<file path="src/rtl/usb_pkt_rx_pkg.sv">
// usb_pkt_rx_pkg: PID codes, report types, FSM states and CRC constants for the serial USB receiver
package usb_pkt_rx_pkg;
    localparam logic [7:0] SYNC = 8'h01;
    localparam logic [7:0] PID_OUT = 8'h87;
    localparam logic [7:0] PID_IN = 8'h96;
    localparam logic [7:0] PID_DATA = 8'hC3;
    localparam logic [7:0] PID_ACK = 8'h4B;
    localparam logic [7:0] PID_NAK = 8'h5A;
    localparam logic [1:0] TYPE_NON = 2'd0;
    localparam logic [1:0] TYPE_TOK = 2'd1;
    localparam logic [1:0] TYPE_DATA = 2'd2;
    localparam logic [1:0] TYPE_HS = 2'd3;
    localparam int TIMEOUT_LEN = 255;
    localparam logic [4:0] CRC5_POLY = 5'h05;
    localparam logic [4:0] CRC5_INIT = 5'h1f;
    localparam logic [15:0] CRC16_POLY = 16'h8005;
    localparam logic [15:0] CRC16_INIT = 16'hffff;
    typedef enum logic [2:0] {HUNT, PID, TOKEN, DATA, REPORT} state_t;
    function automatic logic pid_good(input logic [7:0] p);
        return (p[7:4] == ~p[3:0]) && (p inside {PID_OUT, PID_IN, PID_DATA, PID_ACK, PID_NAK});
    endfunction
endpackage

</file>
<file path="src/rtl/usb_pkt_rx_crc_lfsr.sv">
// rx_crc_lfsr: serial CRC LFSR, MSB-first feedback, synchronous reload to INIT
module rx_crc_lfsr #(
    parameter int WIDTH = 5,
    parameter logic [WIDTH-1:0] POLY = '0,
    parameter logic [WIDTH-1:0] INIT = '1
) (
    input  logic             clk,
    input  logic             rst,
    input  logic             clr,
    input  logic             en,
    input  logic             bit_in,
    output logic [WIDTH-1:0] lfsr
);
    logic fb;
    assign fb = bit_in ^ lfsr[WIDTH-1];
    always_ff @(posedge clk or posedge rst) begin
        if (rst) lfsr <= INIT;
        else if (clr) lfsr <= INIT;
        else if (en) lfsr <= {lfsr[WIDTH-2:0], 1'b0} ^ (fb ? POLY : '0);
    end
endmodule

</file>
<file path="src/rtl/usb_pkt_rx.sv">
// usb_pkt_rx: serial USB packet decoder -- SYNC hunt, PID check, token/data capture,
// CRC5/CRC16 verification and a one-cycle registered packet report
module usb_pkt_rx
    import usb_pkt_rx_pkg::*;
#(
    parameter int TIMEOUT = TIMEOUT_LEN,
    parameter int DATA_BITS = 64
) (
    input  logic                 clk,
    input  logic                 rst,
    input  logic                 bit_in,
    input  logic                 bit_valid,
    output logic                 busy,
    output logic                 pkt_valid,
    output logic [1:0]           pkt_type,
    output logic [7:0]           pid,
    output logic [6:0]           addr,
    output logic [3:0]           endp,
    output logic [DATA_BITS-1:0] data,
    output logic                 crc_ok,
    output logic                 pid_err,
    output logic                 timeout
);
    localparam logic [6:0] PID_LAST = 7'd7;
    localparam logic [6:0] TOK_FIELD = 7'd11;
    localparam logic [6:0] TOK_LAST = 7'd15;
    localparam logic [6:0] DATA_FIELD = 7'(DATA_BITS);
    localparam logic [6:0] DATA_LAST = 7'(DATA_BITS + 15);
    localparam logic [7:0] GAP_LAST = 8'(TIMEOUT - 1);

    state_t state, nxt;
    logic [6:0] cnt;
    logic [7:0] gap, win, pid_sh, win_nx, pid_nx;
    logic [DATA_BITS-1:0] sr;
    logic [15:0] crc_sh, crc_nx, crc16;
    logic [4:0] crc5;
    logic in_pkt, gap_hit, pay_en, crc_en, crc_clr, rep_load;
    logic [1:0] r_type;
    logic r_crc, r_perr, r_to;

    assign win_nx = {win[6:0], bit_in};
    assign pid_nx = {pid_sh[6:0], bit_in};
    assign crc_nx = {crc_sh[14:0], bit_in};
    assign in_pkt = state inside {PID, TOKEN, DATA};
    assign gap_hit = in_pkt && !bit_valid && gap == GAP_LAST;
    assign pay_en = bit_valid && ((state == TOKEN && cnt < TOK_FIELD) || (state == DATA && cnt < DATA_FIELD));
    assign crc_en = bit_valid && ((state == TOKEN && cnt >= TOK_FIELD) || (state == DATA && cnt >= DATA_FIELD));
    assign crc_clr = state == HUNT && nxt == PID;
    assign rep_load = nxt == REPORT && state != REPORT;

    rx_crc_lfsr #(.WIDTH(5), .POLY(CRC5_POLY), .INIT(CRC5_INIT)) u_crc5 (
        .clk(clk), .rst(rst), .clr(crc_clr), .en(pay_en && state == TOKEN), .bit_in(bit_in), .lfsr(crc5)
    );
    rx_crc_lfsr #(.WIDTH(16), .POLY(CRC16_POLY), .INIT(CRC16_INIT)) u_crc16 (
        .clk(clk), .rst(rst), .clr(crc_clr), .en(pay_en && state == DATA), .bit_in(bit_in), .lfsr(crc16)
    );

    always_comb begin
        nxt = state;
        r_type = TYPE_NON;
        r_crc = 1'b0;
        r_perr = 1'b0;
        r_to = 1'b0;
        case (state)
            HUNT: nxt = (bit_valid && win_nx == SYNC) ? PID : HUNT;
            PID: if (bit_valid && cnt == PID_LAST) begin
                r_perr = !pid_good(pid_nx);
                r_type = r_perr ? TYPE_NON : TYPE_HS;
                r_crc = !r_perr;
                nxt = r_perr ? REPORT : (pid_nx inside {PID_OUT, PID_IN}) ? TOKEN : pid_nx == PID_DATA ? DATA : REPORT;
            end
            TOKEN: if (bit_valid && cnt == TOK_LAST) begin
                nxt = REPORT;
                r_type = TYPE_TOK;
                r_crc = crc_nx[4:0] == ~crc5;
            end
            DATA: if (bit_valid && cnt == DATA_LAST) begin
                nxt = REPORT;
                r_type = TYPE_DATA;
                r_crc = crc_nx == ~crc16;
            end
            default: nxt = HUNT;
        endcase
        // a stalled packet overrides whatever field was in progress
        if (gap_hit) begin
            nxt = REPORT;
            r_type = TYPE_NON;
            r_crc = 1'b0;
            r_perr = 1'b0;
            r_to = 1'b1;
        end
    end

    always_ff @(posedge clk or posedge rst) begin
        if (rst) begin
            state <= HUNT;
            cnt <= '0;
            gap <= '0;
            win <= '0;
            pid_sh <= '0;
            sr <= '0;
            crc_sh <= '0;
            busy <= 1'b0;
            pkt_valid <= 1'b0;
            pkt_type <= TYPE_NON;
            pid <= '0;
            addr <= '0;
            endp <= '0;
            data <= '0;
            crc_ok <= 1'b0;
            pid_err <= 1'b0;
            timeout <= 1'b0;
        end else begin
            state <= nxt;
            cnt <= (nxt != state) ? '0 : (in_pkt && bit_valid) ? cnt + 7'd1 : cnt;
            gap <= (in_pkt && !bit_valid) ? gap + 8'd1 : '0;
            win <= (state == REPORT) ? '0 : (state == HUNT && bit_valid) ? win_nx : win;
            if (state == PID && bit_valid) pid_sh <= pid_nx;
            if (pay_en) sr <= {sr[DATA_BITS-2:0], bit_in};
            if (crc_en) crc_sh <= crc_nx;
            busy <= nxt inside {PID, TOKEN, DATA};
            pkt_valid <= rep_load;
            if (rep_load) begin
                pkt_type <= r_type;
                pid <= (state == PID && bit_valid) ? pid_nx : pid_sh;
                addr <= (r_type == TYPE_TOK) ? sr[10:4] : '0;
                endp <= (r_type == TYPE_TOK) ? sr[3:0] : '0;
                data <= (r_type == TYPE_DATA) ? sr : '0;
                crc_ok <= r_crc;
                pid_err <= r_perr;
                timeout <= r_to;
            end
        end
    end
endmodule

</file>
<file path="config.mk">
export PLATFORM = sky130hd
export DESIGN_NAME = usb_pkt_rx
export DESIGN_NICKNAME = d
export VERILOG_FILES = /design/src/rtl/usb_pkt_rx_pkg.sv /design/src/rtl/usb_pkt_rx_crc_lfsr.sv /design/src/rtl/usb_pkt_rx.sv
export SDC_FILE = /design/constraint.sdc
export NUM_CORES = 1
export LEC_CHECK = 0
export CELL_PAD_IN_SITES_DETAIL_PLACEMENT = 1
export CELL_PAD_IN_SITES_GLOBAL_PLACEMENT = 2
export CORE_AREA = 5 5 168 170
export CTS_CLUSTER_SIZE = 24
export DETAILED_ROUTE_END_ITERATION = 12
export DIE_AREA = 0 0 173 175
export GPL_ROUTABILITY_DRIVEN = 0
export PLACE_DENSITY_LB_ADDON = 0.1
export RECOVER_POWER = 100
export SYNTH_ARGS = -nofsm -noshare
export SYNTH_HDL_FRONTEND = slang
export SYNTH_SLANG_ARGS = --single-unit
</file>
<file path="constraint.sdc">
create_clock -name clk -period 7.91 [get_ports clk]
set_clock_uncertainty 0.2 [all_clocks]
set_input_delay 1.582 -clock clk [delete_from_list [all_inputs] [get_ports clk]]
set_output_delay 1.582 -clock clk [all_outputs]
set_load 0.01 [all_outputs]
</file>
==> results.md, run 1 <==
* Seq/Total Area, Yosys at approximately three fifths
* Power Density at 261 nW/um^2
* Area grow syn2layout at 17.7%
* Number of port buffers at between 90 and 100
* Post-CTS Hold Fix Bufs at 0
* Remaining global-route overflow at 0
* Fin nets at about 760
* Storage cell area at 5610 um^2
* Share of layout cells above drive strength 1 at between 10% and 20%
* GRT Util Overall at around 13%
* Gates resized, CTS repair at 0
* Final setup vio count at 0
* RSZ-0062 raised after global routing: no
* CORE AREA at 26600 um^2
* Cts bufs inserted at 25
* Max Clock Freq at approximately 180 MHz
* WP data required at between 8 and 9 ns
* Full die area at just over 30000 um^2
* Detail Placement HPWL at ~13 mm
* Worst Setup End Kind: flop
* Synth cell types at 48
* Reg2reg start: state[0]$_DFF_PP0_
* Worst Path Arrival at 5.80 ns
* Hold Startpoint: sr[63]$_DFFE_PP0P_
* Synthesized Nets at roughly 680
* Top FF cell, synth: dfrtp_1
* Hold Vio Cnt, Final at 0
* Vias in the first global route at roughly 6100
* Worst Tran Pin Value at approximately 3.1 ns
* Class of the worst hold path: flop to flop
* Top Ports at 94
* Largest net degree at the start of global routing at about 140
* Total chip power at around 2900 uW
* Max-slew violation count at approximately 250
* Seq cells post-synth at 223
* Number of post-CTS setup repair buffers at 0
* Crit-path cells: dlygate4sd3_1 > nor2b_1 > a21oi_1 > nor2_1 > o211a_1 > mux2_1
* Clock Tree Root: clkbuf_16
* Crit. Startpoint: bit_in
* Die width at between 150 and 200 um
* Setup TNS Final at 0 ns
* Setup crit start kind: input pin
* Initial DRC Count at approximately 210
* Failing checks: max-capacitance violations, max-slew violations
* Initial antenna violation count at 0
* Setup Crit Path Kind: input pin to flop
* Filler cell count at approximately 2800
* TritonCTS Sinks at between 200 and 250
* Yosys Warn Count at 0
* Syn Area/Cell at between 10 and 15 um^2
* Die height at roughly 180 um
* Global-route wire length before repair at 34.3 mm
* Final worst path period share at a little over two thirds
* Tmin final at 5.60 ns
* Drt wl/cell at between 15 and 20 um
* # H-tree levels at 1
* Site Rows at 60
* Pleak at about 0.0056 uW
* Mapped cell area at ~9400 um^2
* Post-DRT Antenna Nets at 0
* Clock buffer depth at 3
* Mapped Cells at 667
* Ant. Diodes at 0
* Post-synth ARST share at 100%
* Post-synth EDFFs at 0
* Routed via count at about 5600
* CTS tree: done
* Multi-input gate area at ~3200 um^2
* CP max stage delay at 2.28 ns
* Peak VDD IR at around 0.11 mV
* Drc violations at 0
* Outcome: finished with violations
* CTS clk-pin slew, worst paths at approximately 0.06 ns
* Vias per cell at between 5 and 6
* Slowest CP cell: o211a_1
* Crit-path max FO at 90
* TritonRoute pass-1 iters at 4
* Clock Latency Late Sink at about 0.53 ns
* Initial Utilization at between 30% and 40%
* Worst slew margin at -107%
* Final WL at roughly 20 mm
* Max_cap viols at 3
-- cell type report --
type                       count  share of cell area (%)
timing repair buffer          96                    8.61
inverter                      11                   0.407
multi-input combinational    392                    29.2
sequential                   223                    50.6
tap                          341                    3.85
clock buffer                  39                    6.94
clock inverter                 4                   0.316
-- metrics by stage --
| stage | hold WS (ns) | area [um^2] | util (%) | setup WS (ns) | std cells |
|---|---|---|---|---|---|
| after detailed placement | 0.275 | 10500 | 39.7 | 3.14 | 1063 |
| after floorplan | 0.260 | 9410 | - | 0.0566 | 667 |
| after CTS | 0.289 | 11300 | 42.7 | 3.69 | 1106 |
| final | 0.285 | 11100 | 41.7 | 2.31 | 1106 |
| after global routing | 0.308 | 11100 | 41.7 | 1.97 | 1106 |
| after global placement | 0.269 | 10500 | 39.7 | 3.20 | 1063 |
-- path summary, 6_finish.rpt --
path | cells after the start | to | slack [ns]
setup reg to reg | 5 | pid[1]$_DFFE_PP0P_ | 3.51
hold / removal | 1 | data[63]$_DFFE_PP0P_ | 0.28
setup / recovery | 6 | pid[1]$_DFFE_PP0P_ | 2.31
min in group asynchronous | 2 | pkt_valid$_DFF_PP0_ | 2.24
max in group asynchronous | 3 | crc_sh[3]$_DFFE_PP0P_ | 3.04
hold reg to reg | 1 | data[63]$_DFFE_PP0P_ | 0.28
-- power breakdown --
group / switching [uW] / leakage (uW) / internal (uW)
logic: 201 / 0.00215 / 171
registers: 125 / 0.00300 / 1270
clock network: 453 / 0.000400 / 665
-- cells in the mapped netlist, types with 7 or more instances --
cell      count  area [um^2]
inv_1        11         41.3
xnor2_1      24          210
xor2_1       17          149
buf_2        21          105
nand2_1      36          135
mux2_4       71         1070
a21oi_1      11         55.1
nor2_1       22         82.6
clkbuf_1      8         30.0
nand4_1       8         50.1
dfrtp_1     202         5050
mux2i_1      19          190
nor4_1        7         43.8
a22o_1       75          657
nand3_1       8         40.0
dfstp_2      21          552
mux2_2       26          293
buf_6        11          124
o21ai_0      10         50.1
and3_1       14         87.6
-- flip-flops by register name (all words and copies together), names as in the netlist, 2 cells and up --
register      cells
data             64
sr               64
u_crc16.lfsr     16
crc_sh           15
gap               8
pid               8
pid_sh            8
addr              7
cnt               7
win               7
u_crc5.lfsr       5
endp              4
state             3
pkt_type          2
-- cells by family (layout without fill, tap and decap cells) --
family | Yosys count | in the layout | share of synthesized area, %
compound gates | 110 | 110 | 9.50
xor+xnor | 41 | 41 | 3.82
fa+ha+maj | 4 | 4 | 0.532
buf+inv | 52 | 150 | 3.27
flops | 223 | 223 | 59.6
mux | 116 | 116 | 16.5
simple gates | 121 | 121 | 6.80
-- critical path: cells and delay by family --
kind                   cells  cell delay [ns]
buffers and inverters      1             1.00
AOI/OAI and AO/OA          2             2.36
muxes                      1             0.43
and+or+nand+nor            2             0.39
-- placed cells by master, fill, tap and decap left out, types with 2 or more instances in the layout --
master	n
mux2_4	7
dfrtp_1	202
mux2i_1	19
nor2_1	22
clkbuf_1	5
nor3_1	5
and4_1	2
buf_4	3
clkbuf_16	25
and3_1	14
a21o_1	2
dlygate4sd3_1	93
clkbuf_8	9
xnor2_1	24
nor4bb_1	3
mux2_1	65
nand3_1	8
ha_1	4
xor2_1	17
o21ai_0	10
clkinv_2	3
o211ai_1	2
dfstp_2	21
nand2_1	36
inv_1	10
mux2_2	25
nor4_1	7
a21oi_1	11
a22o_1	75
nor2b_1	4
nand4_1	8
nand4bb_1	2
-- per-layer routing --
| metal | global-route usage, % | routed length, um | vias to the layer above | share of wire (%) |
|---|---|---|---|---|
| met2 | 22.0 | 9440 | 82 | 47 |
| met3 | 2.55 | 637 | 39 | 3.1 |
| li1 | - | - | 2571 | - |
| met4 | 4.16 | 601 | 0 | 3.0 |
| met5 | 0 | 0 | - | 0 |
| met1 | 18.4 | 9590 | 2877 | 47 |
(Power assumes the default switching activity.)
==> inputs of run 2 (changes only) <==
--- a/config.mk
+++ b/config.mk
@@ -7,10 +7,10 @@
 export LEC_CHECK = 0
 export CELL_PAD_IN_SITES_DETAIL_PLACEMENT = 1
 export CELL_PAD_IN_SITES_GLOBAL_PLACEMENT = 2
-export CORE_AREA = 5 5 168 170
+export CORE_AREA = 5 5 164 166
 export CTS_CLUSTER_SIZE = 24
 export DETAILED_ROUTE_END_ITERATION = 12
-export DIE_AREA = 0 0 173 175
+export DIE_AREA = 0 0 169 171
 export GPL_ROUTABILITY_DRIVEN = 0
 export PLACE_DENSITY_LB_ADDON = 0.1
 export RECOVER_POWER = 100
==> constraint.sdc (replaced) <==
create_clock -name clk -period 5.3 [get_ports clk]
set_clock_uncertainty 0.2 [all_clocks]
set_input_delay 1.06 -clock clk [delete_from_list [all_inputs] [get_ports clk]]
set_output_delay 1.06 -clock clk [all_outputs]
set_load 0.01 [all_outputs]
==> results.md, run 2 (synthesis results as in run 1) <==
* Biggest regs: data x64, sr x64, u_crc16.lfsr x16
* GR Util met2 at approximately a quarter
* Crit-path cells: dlygate4sd3_1 > nor2b_1 > a21oi_1 > nor2_1 > o211a_1 > buf_12 > mux2_1
* Cts bufs inserted at 25
* Reg2Reg Setup Slack at about 1.9 ns
* Number of post-CTS setup repair buffers at 0
* Share of layout cells above drive strength 1 at approximately 12%
* TritonRoute pass-1 iters at 4
* CORE AREA at between 20000 and 30000 um^2
* Hold worst-path end: pid_sh[7]$_DFF_PP0_
* Ant. Diodes at 0
* Final worst path period share at 72.1%
* Top Ports at between 90 and 100
* Site Rows at 59
* Clock buffer depth at 3
* Worst Path Arrival at approximately 4.0 ns
* Setup Crit Path Kind: input pin to flop
* Clock Latency Late Sink at between 0.5 and 0.6 ns
* Remaining global-route overflow at 0
* Die height at approximately 170 um
* Filler cell count at 2653
* Crit-path max FO at 72
* Worst hold slack at 0.280 ns
* Post-CTS Hold Fix Bufs at 0
* # H-tree levels at 1
* Failing checks: max-capacitance violations, max-slew violations
* Commonest non-fill, non-tap cell in the layout: dfrtp_1
* Largest net degree at the start of global routing at ~120
* Worst slew margin at -36.8%
* Routed via count at approximately 5600
* GR peak layer: met2
* Reg2reg start: state[0]$_DFF_PP0_
* TritonCTS Sinks at ~220
* Worst Setup End Kind: flop
* Reg2reg path depth at 5
* Die width at about 170 um
* Worst Tran Pin Value at between 2 and 2.5 ns
* Area grow syn2layout at 18.5%
* Hold path depth at 1
* CP bufs+invs at 2
* Global-route wire length before repair at between 30 and 40 mm
* M3 GR Usage at approximately 2.4%
* Setup TNS Final at 0 ns
* Max-slew violation count at 106
* Detail Placement HPWL at 13.5 mm
* Initial DRC Count at approximately 280
* Drt wl/cell at 18.4 um
* Number of port buffers at 93
* Outcome: finished with violations
* Hold Vio Cnt, Final at 0
* WP data required at approximately 5.5 ns
* Tmin final at 3.82 ns
* Setup crit start kind: input pin
* Class of the worst hold path: flop to flop
* RSZ-0062 raised after global routing: no
* Post-DRT Antenna Nets at 0
* Clock Tree Root: clkbuf_16
* Top delay family on crit path: buffers and inverters
* Gates resized, CTS repair at 0
* M1 GR Usage at 19.7%
* Max_cap viols at 2
* Most frequent cells in the layout: dfrtp_1 (202), dlygate4sd3_1 (93), a22o_1 (75)
* Peak VDD IR at between 0.15 and 0.2 mV
* Vias per cell at slightly above 5
* Initial Utilization at 36.9%
* GRT Util Overall at approximately 14%
* Final WL at between 20 and 25 mm
* CP max stage delay at 1.00 ns
* CTS clk-pin slew, worst paths at around 0.060 ns
* Max Clock Freq at between 200 and 300 MHz
* Initial antenna violation count at 0
* Vias in the first global route at about 6100
* Power Density at just under 400 nW/um^2
* Full die area at about 29000 um^2
* Drc violations at 0
* Pleak at about 0.0056 uW
* Slowest CP cell: dlygate4sd3_1
* Reg-to-reg endpoint: sr[34]$_DFFE_PP0P_
* Crit. Startpoint: bit_in
* CTS tree: done
* Final setup vio count at 0
* Fin nets at 761
* Hold Startpoint: pid_sh[7]$_DFF_PP0_
## run 2: cell count changes in the layout (fill, tap and decap cells not counted), moves of 2 or more
cell	change
mux2_4	-4
clkbuf_1	+2
buf_12	+2
clkbuf_8	+2
mux2_1	+9
mux2_2	-5
buf_4	-2
## run 2: per-layer routing
| layer | vias up | share of wire, % |
|---|---|---|
| li1 | 2569 | - |
| met1 | 2879 | 46 |
| met2 | 88 | 48 |
| met3 | 31 | 3.8 |
| met4 | 0 | 1.7 |
| met5 | - | 0 |
## run 2: stage by stage
step	cell area [um^2]	total power (uW)	setup WS, ns	std cells	util, %
CTS	11400	4510	1.85	1106	44.9
detailed placement	10600	2730	1.29	1061	41.6
global route	11100	4620	1.29	1106	43.8
global placement	10600	2700	1.37	1061	41.6
finish	11100	4380	1.48	1106	43.8
floorplan	9410	2530	1.15	667	-
## run 2: cell type report
class,count,area (um^2),share of cell area (%)
clock buffer,40,792,7.10
clock inverter,5,56.3,0.505
inverter,11,42.5,0.382
multi-input combinational,392,3240,29.0
sequential,223,5610,50.3
tap,335,419,3.76
timing repair buffer,100,995,8.92
## run 2: where the power goes
group	switching (uW)	internal, uW
Combinational	306	261
Sequential	187	1900
Clock	665	1070
## run 2: worst max-delay path by stage
stage                          endpoint  slack (ns)  cells past startpoint
finish               pid[0]$_DFFE_PP0P_        1.48                      7
global route         pid[4]$_DFFE_PP0P_        1.29                      7
floorplan           addr[0]$_DFFE_PP0P_        1.15                      1
CTS                  pid[4]$_DFFE_PP0P_        1.85                      7
detailed placement   pid[4]$_DFFE_PP0P_        1.29                      7
global placement     pid[7]$_DFFE_PP0P_        1.37                      7
## run 2: worst reg2reg max path, stage by stage, from the launching register on
cell and delay (ns):
dfrtp_1 0.53, nor4_1 0.14, a21boi_2 0.21, o211ai_4 0.74
clkbuf_1 1.02, mux2_1 0.41
